## config.mk

```make
export PLATFORM = sky130hd
export DESIGN_NAME = salsa20_core
export DESIGN_NICKNAME = d
export VERILOG_FILES = /design/src/rtl/salsa20_pkg.sv /design/src/rtl/quarter_round.sv /design/src/rtl/salsa20_round.sv /design/src/rtl/salsa20_core.sv
export SDC_FILE = /design/constraint.sdc
export NUM_CORES = 2
export LEC_CHECK = 0
export BUFFER_PORTS_ARGS = -buffer_cell sky130_fd_sc_hd__clkbuf_2
export CAP_MARGIN = 20
export CORE_AREA = 4 4 399 401
export CTS_BUF_LIST = sky130_fd_sc_hd__clkbuf_4 sky130_fd_sc_hd__clkbuf_8 sky130_fd_sc_hd__clkbuf_16
export DETAILED_ROUTE_END_ITERATION = 12
export DIE_AREA = 0 0 403 405
export PLACE_DENSITY = 0.71
export SYNTH_ARGS = -nofsm -noshare
export SYNTH_HDL_FRONTEND = slang
export SYNTH_SLANG_ARGS = --single-unit
```

## constraint.sdc

```tcl
create_clock -name clk -period 16.2 [get_ports clk]
set_input_delay 3.24 -clock clk [delete_from_list [all_inputs] [get_ports clk]]
set_output_delay 3.24 -clock clk [all_outputs]
set_load 0.01 [all_outputs]
```

## src/rtl/salsa20_pkg.sv

```systemverilog
// Salsa20 shared types: word/state types, FSM encoding, quarter-round
// rotate amounts, column/row index tables and state pack/unpack helpers.
package salsa20_pkg;

   typedef logic [31:0] word_t;
   typedef word_t [15:0] state_t;

   typedef enum logic [1:0] {
      S_IDLE,
      S_ROUND,
      S_ADD,
      S_DONE
   } fsm_t;

   localparam int unsigned ROT_B = 7;
   localparam int unsigned ROT_C = 9;
   localparam int unsigned ROT_D = 13;
   localparam int unsigned ROT_A = 18;

   // Each row lists the (a,b,c,d) word indices for one quarter round
   localparam logic [3:0] COL_IDX [4][4] = '{
      '{4'd0,  4'd4,  4'd8,  4'd12},
      '{4'd5,  4'd9,  4'd13, 4'd1},
      '{4'd10, 4'd14, 4'd2,  4'd6},
      '{4'd15, 4'd3,  4'd7,  4'd11}
   };

   localparam logic [3:0] ROW_IDX [4][4] = '{
      '{4'd0,  4'd1,  4'd2,  4'd3},
      '{4'd5,  4'd6,  4'd7,  4'd4},
      '{4'd10, 4'd11, 4'd8,  4'd9},
      '{4'd15, 4'd12, 4'd13, 4'd14}
   };

   function automatic word_t rotl(input word_t x, input int unsigned n);
      return (x << n) | (x >> (32 - n));
   endfunction

   // state_t word i occupies bits [32*i+31:32*i], matching the port packing
   function automatic state_t unpack(input logic [511:0] v);
      return state_t'(v);
   endfunction

   function automatic logic [511:0] pack(input state_t s);
      return 512'(s);
   endfunction

endpackage

```

## src/rtl/quarter_round.sv

```systemverilog
// Combinational Salsa20 quarter round on four 32-bit words.
// Ports: i_a..i_d input words, o_a..o_d output words.
module quarter_round
   import salsa20_pkg::*;
(
   input  word_t i_a,
   input  word_t i_b,
   input  word_t i_c,
   input  word_t i_d,
   output word_t o_a,
   output word_t o_b,
   output word_t o_c,
   output word_t o_d
);

   word_t w_a;
   word_t w_b;
   word_t w_c;
   word_t w_d;

   assign w_b = i_b ^ rotl(i_a + i_d, ROT_B);
   assign w_c = i_c ^ rotl(w_b + i_a, ROT_C);
   assign w_d = i_d ^ rotl(w_c + w_b, ROT_D);
   assign w_a = i_a ^ rotl(w_d + w_c, ROT_A);

   assign o_a = w_a;
   assign o_b = w_b;
   assign o_c = w_c;
   assign o_d = w_d;

endmodule

```

## src/rtl/salsa20_round.sv

```systemverilog
// One Salsa20 round: four parallel quarter rounds, column or row selected.
// Ports: i_state in, i_row_sel (0 column, 1 row), o_state out.
module salsa20_round
   import salsa20_pkg::*;
(
   input  state_t i_state,
   input  logic   i_row_sel,
   output state_t o_state
);

   logic [3:0] w_idx [4][4];
   word_t      w_q   [4][4];

   for (genvar q = 0; q < 4; q++) begin : g_qr
      for (genvar k = 0; k < 4; k++) begin : g_idx
         assign w_idx[q][k] = i_row_sel ? ROW_IDX[q][k] : COL_IDX[q][k];
      end

      quarter_round u_qr (
         .i_a (i_state[w_idx[q][0]]),
         .i_b (i_state[w_idx[q][1]]),
         .i_c (i_state[w_idx[q][2]]),
         .i_d (i_state[w_idx[q][3]]),
         .o_a (w_q[q][0]),
         .o_b (w_q[q][1]),
         .o_c (w_q[q][2]),
         .o_d (w_q[q][3])
      );
   end

   // Both index tables cover all 16 words exactly once
   always_comb begin
      o_state = i_state;
      for (int q = 0; q < 4; q++) begin
         for (int k = 0; k < 4; k++) begin
            o_state[w_idx[q][k]] = w_q[q][k];
         end
      end
   end

endmodule

```

## src/rtl/salsa20_core.sv

```systemverilog
// Iterative Salsa20 block core, one round per clock. Optional feed-forward
// add of the input state when SALSA20_FEEDFORWARD_EN is defined.
// Ports: clk, rst_n (async low), in_valid/in_ready/in_state (512b),
//        out_valid/out_ready/out_state (512b), busy (ROUND or ADD).
module salsa20_core
   import salsa20_pkg::*;
#(
   parameter int ROUNDS = 20,
   parameter int CTR_W  = 5
) (
   input  logic         clk,
   input  logic         rst_n,
   input  logic         in_valid,
   output logic         in_ready,
   input  logic [511:0] in_state,
   output logic         out_valid,
   input  logic         out_ready,
   output logic [511:0] out_state,
   output logic         busy
);

   localparam logic [CTR_W-1:0] LAST = CTR_W'(ROUNDS - 1);

   fsm_t             r_state;
   fsm_t             w_next;
   state_t           r_work;
   state_t           r_out;
   logic [CTR_W-1:0] r_ctr;
   logic             r_out_valid;
   state_t           w_round;
   state_t           w_result;

`ifdef SALSA20_FEEDFORWARD_EN
   state_t           r_save;
`endif

   salsa20_round u_round (
      .i_state   (r_work),
      .i_row_sel (r_ctr[0]),
      .o_state   (w_round)
   );

   always_ff @(posedge clk or negedge rst_n) begin
      if (!rst_n) r_state <= S_IDLE;
      else        r_state <= w_next;
   end

   always_comb begin
      w_next = r_state;
      unique case (r_state)
         S_IDLE:  if (in_valid)        w_next = S_ROUND;
         S_ROUND: if (r_ctr == LAST)   w_next = S_ADD;
         S_ADD:                        w_next = S_DONE;
         S_DONE:  if (out_ready)       w_next = S_IDLE;
         default:                      w_next = S_IDLE;
      endcase
   end

   always_comb begin
      in_ready = (r_state == S_IDLE);
      busy     = (r_state == S_ROUND) || (r_state == S_ADD);
   end

   always_comb begin
`ifdef SALSA20_FEEDFORWARD_EN
      for (int i = 0; i < 16; i++) begin
         w_result[i] = r_work[i] + r_save[i];
      end
`else
      w_result = r_work;
`endif
   end

   always_ff @(posedge clk or negedge rst_n) begin
      if (!rst_n) begin
         r_work      <= '0;
         r_out       <= '0;
         r_ctr       <= '0;
         r_out_valid <= 1'b0;
`ifdef SALSA20_FEEDFORWARD_EN
         r_save      <= '0;
`endif
      end else begin
         unique case (r_state)
            S_IDLE: begin
               if (in_valid) begin
                  r_work <= unpack(in_state);
                  r_ctr  <= '0;
`ifdef SALSA20_FEEDFORWARD_EN
                  r_save <= unpack(in_state);
`endif
               end
            end
            S_ROUND: begin
               r_work <= w_round;
               r_ctr  <= r_ctr + CTR_W'(1);
            end
            S_ADD: begin
               r_out       <= w_result;
               r_out_valid <= 1'b1;
            end
            S_DONE: begin
               if (out_ready) r_out_valid <= 1'b0;
            end
            default: ;
         endcase
      end
   end

   assign out_valid = r_out_valid;
   assign out_state = pack(r_out);

endmodule

```

* Word-level counts from Yosys, hierarchy flattened *
Cells that the tools add are included.

operators by class
  bitwise operators = 32
  muxes and demuxes = 82
  add/subtract/negate cells = 17
  reductions and logical operators = 19
  order comparisons = 24
  equality and inequality tests = 7

operators with widths
  cell                                                 count
  bitwise mux 512 bit                                  12
  binary-select mux 32 bit (select 4 bit)              12
  demux 32 bit (select 4 bit)                          12
  one-hot mux 512 bit (2 select lines)                 1
  2-to-1 mux 32 bit                                    24
  adder 32 bit                                         16
  2-to-1 mux 512 bit                                   1
  XOR 32 bit                                           16
  OR 32 x 13 -> 32 bit                                 4
  OR 32 x 18 -> 32 bit                                 4
  OR 32 x 7 -> 32 bit                                  4
  OR 32 x 9 -> 32 bit                                  4
  < comparator 4 x 5 -> 1 bit, second input constant   12
  >= comparator 4 x 1 -> 1 bit, second input constant  12
  2-to-1 mux 4 bit                                     8
  logical AND 1 bit                                    12
  2-to-1 mux 3 bit                                     4
  one-hot mux 5 bit (2 select lines)                   1
  one-hot mux 2 bit (4 select lines)                   1
  2-to-1 mux 2 bit                                     3
  != test 2 bit, second input constant                 3
  adder 5 x 1 -> 5 bit, second input constant          1
  equality test 5 bit, second input constant           1
  2-to-1 mux 5 bit                                     1
  other kinds (9)                                      12

storage, ports and cells
  output and inout port bits = 515
  bits of input ports = 516
  bits in registers = 1032

* Logic depth before layout (Yosys ltp) *
  word-level depth = 28
  gate-level depth with buffers = 56
  mapped depth without buffers = 49

* Hierarchy *
A second synthesis with hierarchy kept.

unflattened totals
  cells, all modules = 8488
  area total of the unflattened synthesis = 84320.9 um2

by module, submodules not included
  module                                seq. area each (um2)  cells an instance  instances  area an instance (um2)
  salsa20_core                          25824.8               3968               1          46977.6
  salsa20_round                         0.0                   853                1          9263.9
  quarter_round (u_round.g_qr[0].u_qr)  0.0                   953                1          7254.5
  quarter_round (u_round.g_qr[3].u_qr)  0.0                   913                1          6972.9
  quarter_round (u_round.g_qr[1].u_qr)  0.0                   912                1          6932.9
  quarter_round (u_round.g_qr[2].u_qr)  0.0                   889                1          6919.1

* Least setup slack after synthesis *
Ideal clock, no wire load.

  kind = register -> register
  start point = register r_ctr[0]
  end point = register r_work[170] in the netlist's numbering
  path buffers = 5
  path slack = 4.353 ns
  arrival = 11.710 ns
  cell stages (with the launch flop) = 53
  clock period less this slack = 11.847 ns
  cells stage by stage = dfrtp_1 -> buf_2 -> buf_2 -> buf_2 -> buf_2 -> buf_2 -> mux2i_1 -> inv_1 -> ha_1 -> a21o_1 -> a21o_1 -> a2111oi_0 -> o21ai_1 -> a31oi_1 -> o21ai_1 -> a221o_1 -> a211o_1 -> a21oi_1 -> (+17 left out) -> o21ai_0 -> a31o_2 -> a311o_1 -> a31oi_1 -> xnor3_1 -> inv_1 -> ha_1 -> o21a_1 -> o21ai_0 -> a21oi_1 -> a21oi_1 -> o21ai_0 -> a21oi_1 -> a21bo_2 -> or4b_2 -> o311ai_0 -> mux2i_1 -> a21oi_1

between the ends
  word-level cells in the longest chain between the ends = 25
  elaborated cells on any way between the ends = 112
  classes of those cells = add/sub: 10; order compare: 18; mux: 55; bitwise: 20; reduce/logical: 9

RTL lines
  what                                     line                 RTL
  from (decl)                              salsa20_core.sv:28   logic [CTR_W-1:0] r_ctr;
  from (signal assigned)                   salsa20_core.sv:96   r_ctr <= r_ctr + CTR_W'(1);
  2-to-1 mux 3 bit                         salsa20_round.sv:16  assign w_idx[q][k] = i_row_sel ? ROW_IDX[q][k] : COL_IDX[q][k];
  binary-select mux 32 bit (select 4 bit)  salsa20_round.sv:23  .i_d (i_state[w_idx[q][3]]),
  2-to-1 mux 32 bit (implied by the code)  salsa20_round.sv:23
  adder 32 bit                             quarter_round.sv:21  assign w_b = i_b ^ rotl(i_a + i_d, ROT_B);
  OR 32 x 7 -> 32 bit                      salsa20_pkg.sv:36    return (x << n) | (x >> (32 - n));
  XOR 32 bit                               quarter_round.sv:21
  adder 32 bit                             quarter_round.sv:22  assign w_c = i_c ^ rotl(w_b + i_a, ROT_C);
  OR 32 x 9 -> 32 bit                      salsa20_pkg.sv:36
  (+2 left out)                            n/a
  OR 32 x 13 -> 32 bit                     salsa20_pkg.sv:36
  XOR 32 bit                               quarter_round.sv:23  assign w_d = i_d ^ rotl(w_c + w_b, ROT_D);
  adder 32 bit                             quarter_round.sv:24  assign w_a = i_a ^ rotl(w_d + w_c, ROT_A);
  OR 32 x 18 -> 32 bit                     salsa20_pkg.sv:36
  XOR 32 bit                               quarter_round.sv:24
  bitwise mux 512 bit (8 in a row)         salsa20_round.sv:36  o_state[w_idx[q][k]] = w_q[q][k];
  bitwise mux 512 bit *                    salsa20_round.sv:36
  one-hot mux 512 bit (2 select lines) *   salsa20_core.sv:84   unique case (r_state)
  to (signal assigned)                     salsa20_core.sv:87   r_work <= unpack(in_state);
  to (signal assigned)                     salsa20_core.sv:95   r_work <= w_round;
  to (decl)                                salsa20_core.sv:26   state_t r_work;

Every way passes the cells marked *; elsewhere a longest branch is shown, timed or not. The select of a mux whose other input is x is not followed.
A chain may end at the register's enable or synchronous reset.

* Worst setup path after layout *
  start point = register r_ctr[0]
  end point = register r_work[7] in the netlist's numbering

between the ends
  word-level cells in the longest chain between the ends = 28
  elaborated cells on any way between the ends = 148
  classes of those cells = add/sub: 13; order compare: 24; mux: 73; bitwise: 26; reduce/logical: 12

RTL lines
  what                                     line
  2-to-1 mux 4 bit                         salsa20_round.sv:16
  binary-select mux 32 bit (select 4 bit)  salsa20_round.sv:23
  2-to-1 mux 32 bit (implied by the code)  salsa20_round.sv:23
  adder 32 bit                             quarter_round.sv:21
  OR 32 x 7 -> 32 bit                      salsa20_pkg.sv:36
  XOR 32 bit                               quarter_round.sv:21
  adder 32 bit                             quarter_round.sv:22
  OR 32 x 9 -> 32 bit                      salsa20_pkg.sv:36
  (+2 left out)                            n/a
  OR 32 x 13 -> 32 bit                     salsa20_pkg.sv:36
  XOR 32 bit                               quarter_round.sv:23
  adder 32 bit                             quarter_round.sv:24
  OR 32 x 18 -> 32 bit                     salsa20_pkg.sv:36
  XOR 32 bit                               quarter_round.sv:24
  bitwise mux 512 bit (11 in a row)        salsa20_round.sv:36
  bitwise mux 512 bit *                    salsa20_round.sv:36
  one-hot mux 512 bit (2 select lines) *   salsa20_core.sv:84

Marks and branches as above.

==> summary.md <==
| Metric | Value |
|---|---|
| Status | finished, final reports clean |
| Register Area | 0.0258 mm² |
| Cell mode on critical path | a21oi_1 |
| Crit path DAT | 15.75 ns |
| Slowest CP cell | dfrtp_4 |
| Fin. max-slew vios | 0 |
| Critical Path Start Type | flip-flop |
| Predominant post-synthesis flop cell | dfrtp_1 |
| Setup Skew | 0.0879 ns |
| Top-area cell type share of the netlist area | 33.2% |
| Endpoints failing setup | 0 |
| Area leader, netlist | dfrtp_1 |
| CTS sink count | 1032 |
| Worst slew pin tran | 1.28 ns |
| Area of the multi-input gates | 0.0499 mm² |
| Post-synthesis instance total | 8258 |
| Max-Cap Viols | 0 |
| Fin crit share | 93.4% |
| ANT nets after route | 0 |
| First DRT Iteration DRCs | 13600 |
| EDFF count, synth | 0 |
| Area Overhead vs Synth | 16.2% |
| Clock Latency Late Sink | 0.81 ns |
| Die width | 403 µm |
| Post-CTS Setup Repair Bufs | 0 |
| Cells after DPL | 11200 |
| RSZ-0062 raised after global routing | no |
| Buf+Inv Stages, Crit Path | 6 |
| Post-synthesis cell type count | 83 |
| Most common cell after layout, fill and taps aside | dfrtp_1 |
| Root Buffer Master | clkbuf_16 |
| Syn_nets | 9296 |
| Hold Path Class | flip-flop to flip-flop |
| Stages on the worst setup path | 50 |
| TritonRoute pass-1 iters | 9 |
| Longest Clk Path Bufs | 3 |
| FFs w/ async S/R, synth | 100% |
| H-tree levels | 3 |
| Final Core Density | 58.0% |
| Placed wire-length estimate | 367000 µm |
| Die area | 0.163 mm² |
| CP max FO | 103 |
| CTS tree | yes |
| Slew headroom | 14.1% |
| Die height | 405 µm |
| Initial Util | 49.9% |
| Core area | 0.156 mm² |
| Place WS | 1.72 ns |
| Finished Layout Cells | 11400 |
| Worst path max stage delay | 0.82 ns |
| GRT Total Usage | 53.6% |
| Synthesized area | 0.0777 mm² |
| Commonest non-fill, non-tap cells in the layout | dfrtp_1 (1031), clkbuf_2 (1029), a21oi_1 (878) |
| Largest net degree at the start of global routing | 169 |
| Fill count | 13100 |
| Initial antenna violation count | 87 |
| Final wirelength | 455000 µm |
| Max Freq | 0.0661 GHz |
| CTS resizes | 0 |
| Io pins | 1031 |
| Reg-to-reg slack, setup | 1.07 ns |
| Rows | 145 |
| Largest cells by area after synthesis | dfrtp_1 (33%), mux2_2 (9.0%), ha_1 (8.1%), xnor2_1 (5.9%), a21oi_1 (5.7%) |
| Share of layout cells above drive strength 1 | 23.5% |
| Sequential fraction of the synthesis area | 33.2% |
| Final WS setup | 1.07 ns |
| Setup CP Type | flip-flop to flip-flop |
| R2R depth | 50 |
| Crit. End Element | flip-flop |
| Post-CTS Hold Buffers | 0 |
| DRC | 0 |
| Ys Warns | 0 |
| Fin. Hold Viols | 0 |
| Final nets | 10300 |
| Clk pin slew, worst setup/hold paths | 0.07 ns |
| First-pass GRT wire length | 608000 µm |
| Final critical path time including I/O delays and setup | 15.13 ns |
| DR vias/cell | 7.03 |
| Num CTS Buffers | 111 |
| Vias | 80200 |
| Wirelength per Cell | 39.9 µm |
| GP Congestion | 1.15 |
| Buffers added on ports | 1030 |
| Mean Syn Cell Area | 9.41 µm² |
| Critical path required time | 16.81 ns |
| Min-Delay Path Depth | 1 |
| Worst path top cell family by delay | compound AO/OA/AOI/OAI gates |
| Overflow after GRT | 0 |
| TNS Setup | 0 ns |
| Synth Register Bits | 1032 |
| Vias in the first global route | 74800 |
[through the flow]
step | hold WS [ns] | cell area [µm²]
after floorplan | 0.444 | 77700
after global placement | 0.467 | 86100
after detailed placement | 0.485 | 86100
after CTS | 0.504 | 90100
after global routing | 0.515 | 90200
final | 0.507 | 90300
[flip-flops by register name, summed over array words and instances, names as in the netlist]
name	flops
r_state	2
r_work	512
out_state	512
r_ctr	5
out_valid	1
[worst reg2reg max path: cells and delay by family (launching register included)]
kind                     cells  cell delay [ns]
AO/OA/AOI/OAI               29             7.51
XOR/XNOR                     4             1.81
adder cells (fa/ha/maj)      5             1.79
buffers and inverters        6             1.54
multiplexers                 2             0.89
flip-flops                   1             0.82
AND/OR/NAND/NOR              4             0.61
[cell usage after synthesis, types with 14 or more instances]
cell / n
a211o_1: 23
a211oi_1: 49
a21boi_0: 16
a21o_1: 289
a21oi_1: 878
a221o_1: 22
a221oi_1: 94
a31oi_1: 44
a41oi_1: 14
and2_1: 23
and3_1: 160
buf_1: 44
buf_2: 30
clkbuf_1: 333
dfrtp_1: 1032
fa_1: 16
ha_1: 506
inv_1: 206
mux2_2: 623
mux2i_1: 381
nand2_1: 663
nand2b_1: 70
nand3_1: 192
nand4_1: 37
nor2_1: 319
nor2b_1: 46
nor3_1: 84
o211ai_1: 55
o21a_1: 55
o21ai_0: 601
o21bai_1: 64
o221ai_1: 29
o22ai_1: 141
o31ai_1: 32
or2_2: 14
or3_1: 70
xnor2_1: 523
xnor3_1: 67
xor2_1: 194
xor3_1: 18
[logic make-up (layout without fill, tap and decap cells)]
group / Yosys count / after routing / share of synthesized area, %
buf+inv: 613 / 1671 / 3.01
fa+ha+maj: 522 / 522 / 8.56
compound gates: 2554 / 2554 / 20.2
xor+xnor: 802 / 802 / 10.6
other cells: 0 / 44 / 0
mux: 1004 / 1004 / 13.9
simple gates: 1731 / 1731 / 10.5
flops: 1032 / 1032 / 33.2
[area by class of cell]
type,count,share of cell area (%)
inverters,206,0.870
clock inverters,67,1.01
diodes,44,0.122
repair buffers,1257,7.78
well taps,2058,2.85
clock buffers,141,3.44
flip-flops and latches,1032,28.6
multi-input cells,6613,55.3
[path summary, 6_finish.rpt]
check                                            from                          to
max                              r_ctr[0]$_DFFE_PN0P_       r_work[7]$_DFFE_PN0P_
max reg2reg                      r_ctr[0]$_DFFE_PN0P_       r_work[7]$_DFFE_PN0P_
min reg2reg                out_state[408]$_DFFE_PN0P_  out_state[408]$_DFFE_PN0P_
min                        out_state[408]$_DFFE_PN0P_  out_state[408]$_DFFE_PN0P_
min in group asynchronous                       rst_n   out_state[28]$_DFFE_PN0P_
max in group asynchronous                       rst_n  out_state[191]$_DFFE_PN0P_
[per-layer routing]
| metal | part of all wire (%) | vias to the layer above | track usage [%] |
|---|---|---|---|
| li1 | - | 32300 | - |
| met1 | 36 | 39000 | 66.8 |
| met2 | 39 | 6983 | 74.2 |
| met3 | 14 | 1874 | 19.1 |
| met4 | 11 | 54 | 44.3 |
| met5 | 0.083 | - | 0.387 |
Power is not shown: default switching activity piles up to over one toggle a cycle in this logic, so the estimate is an artifact.
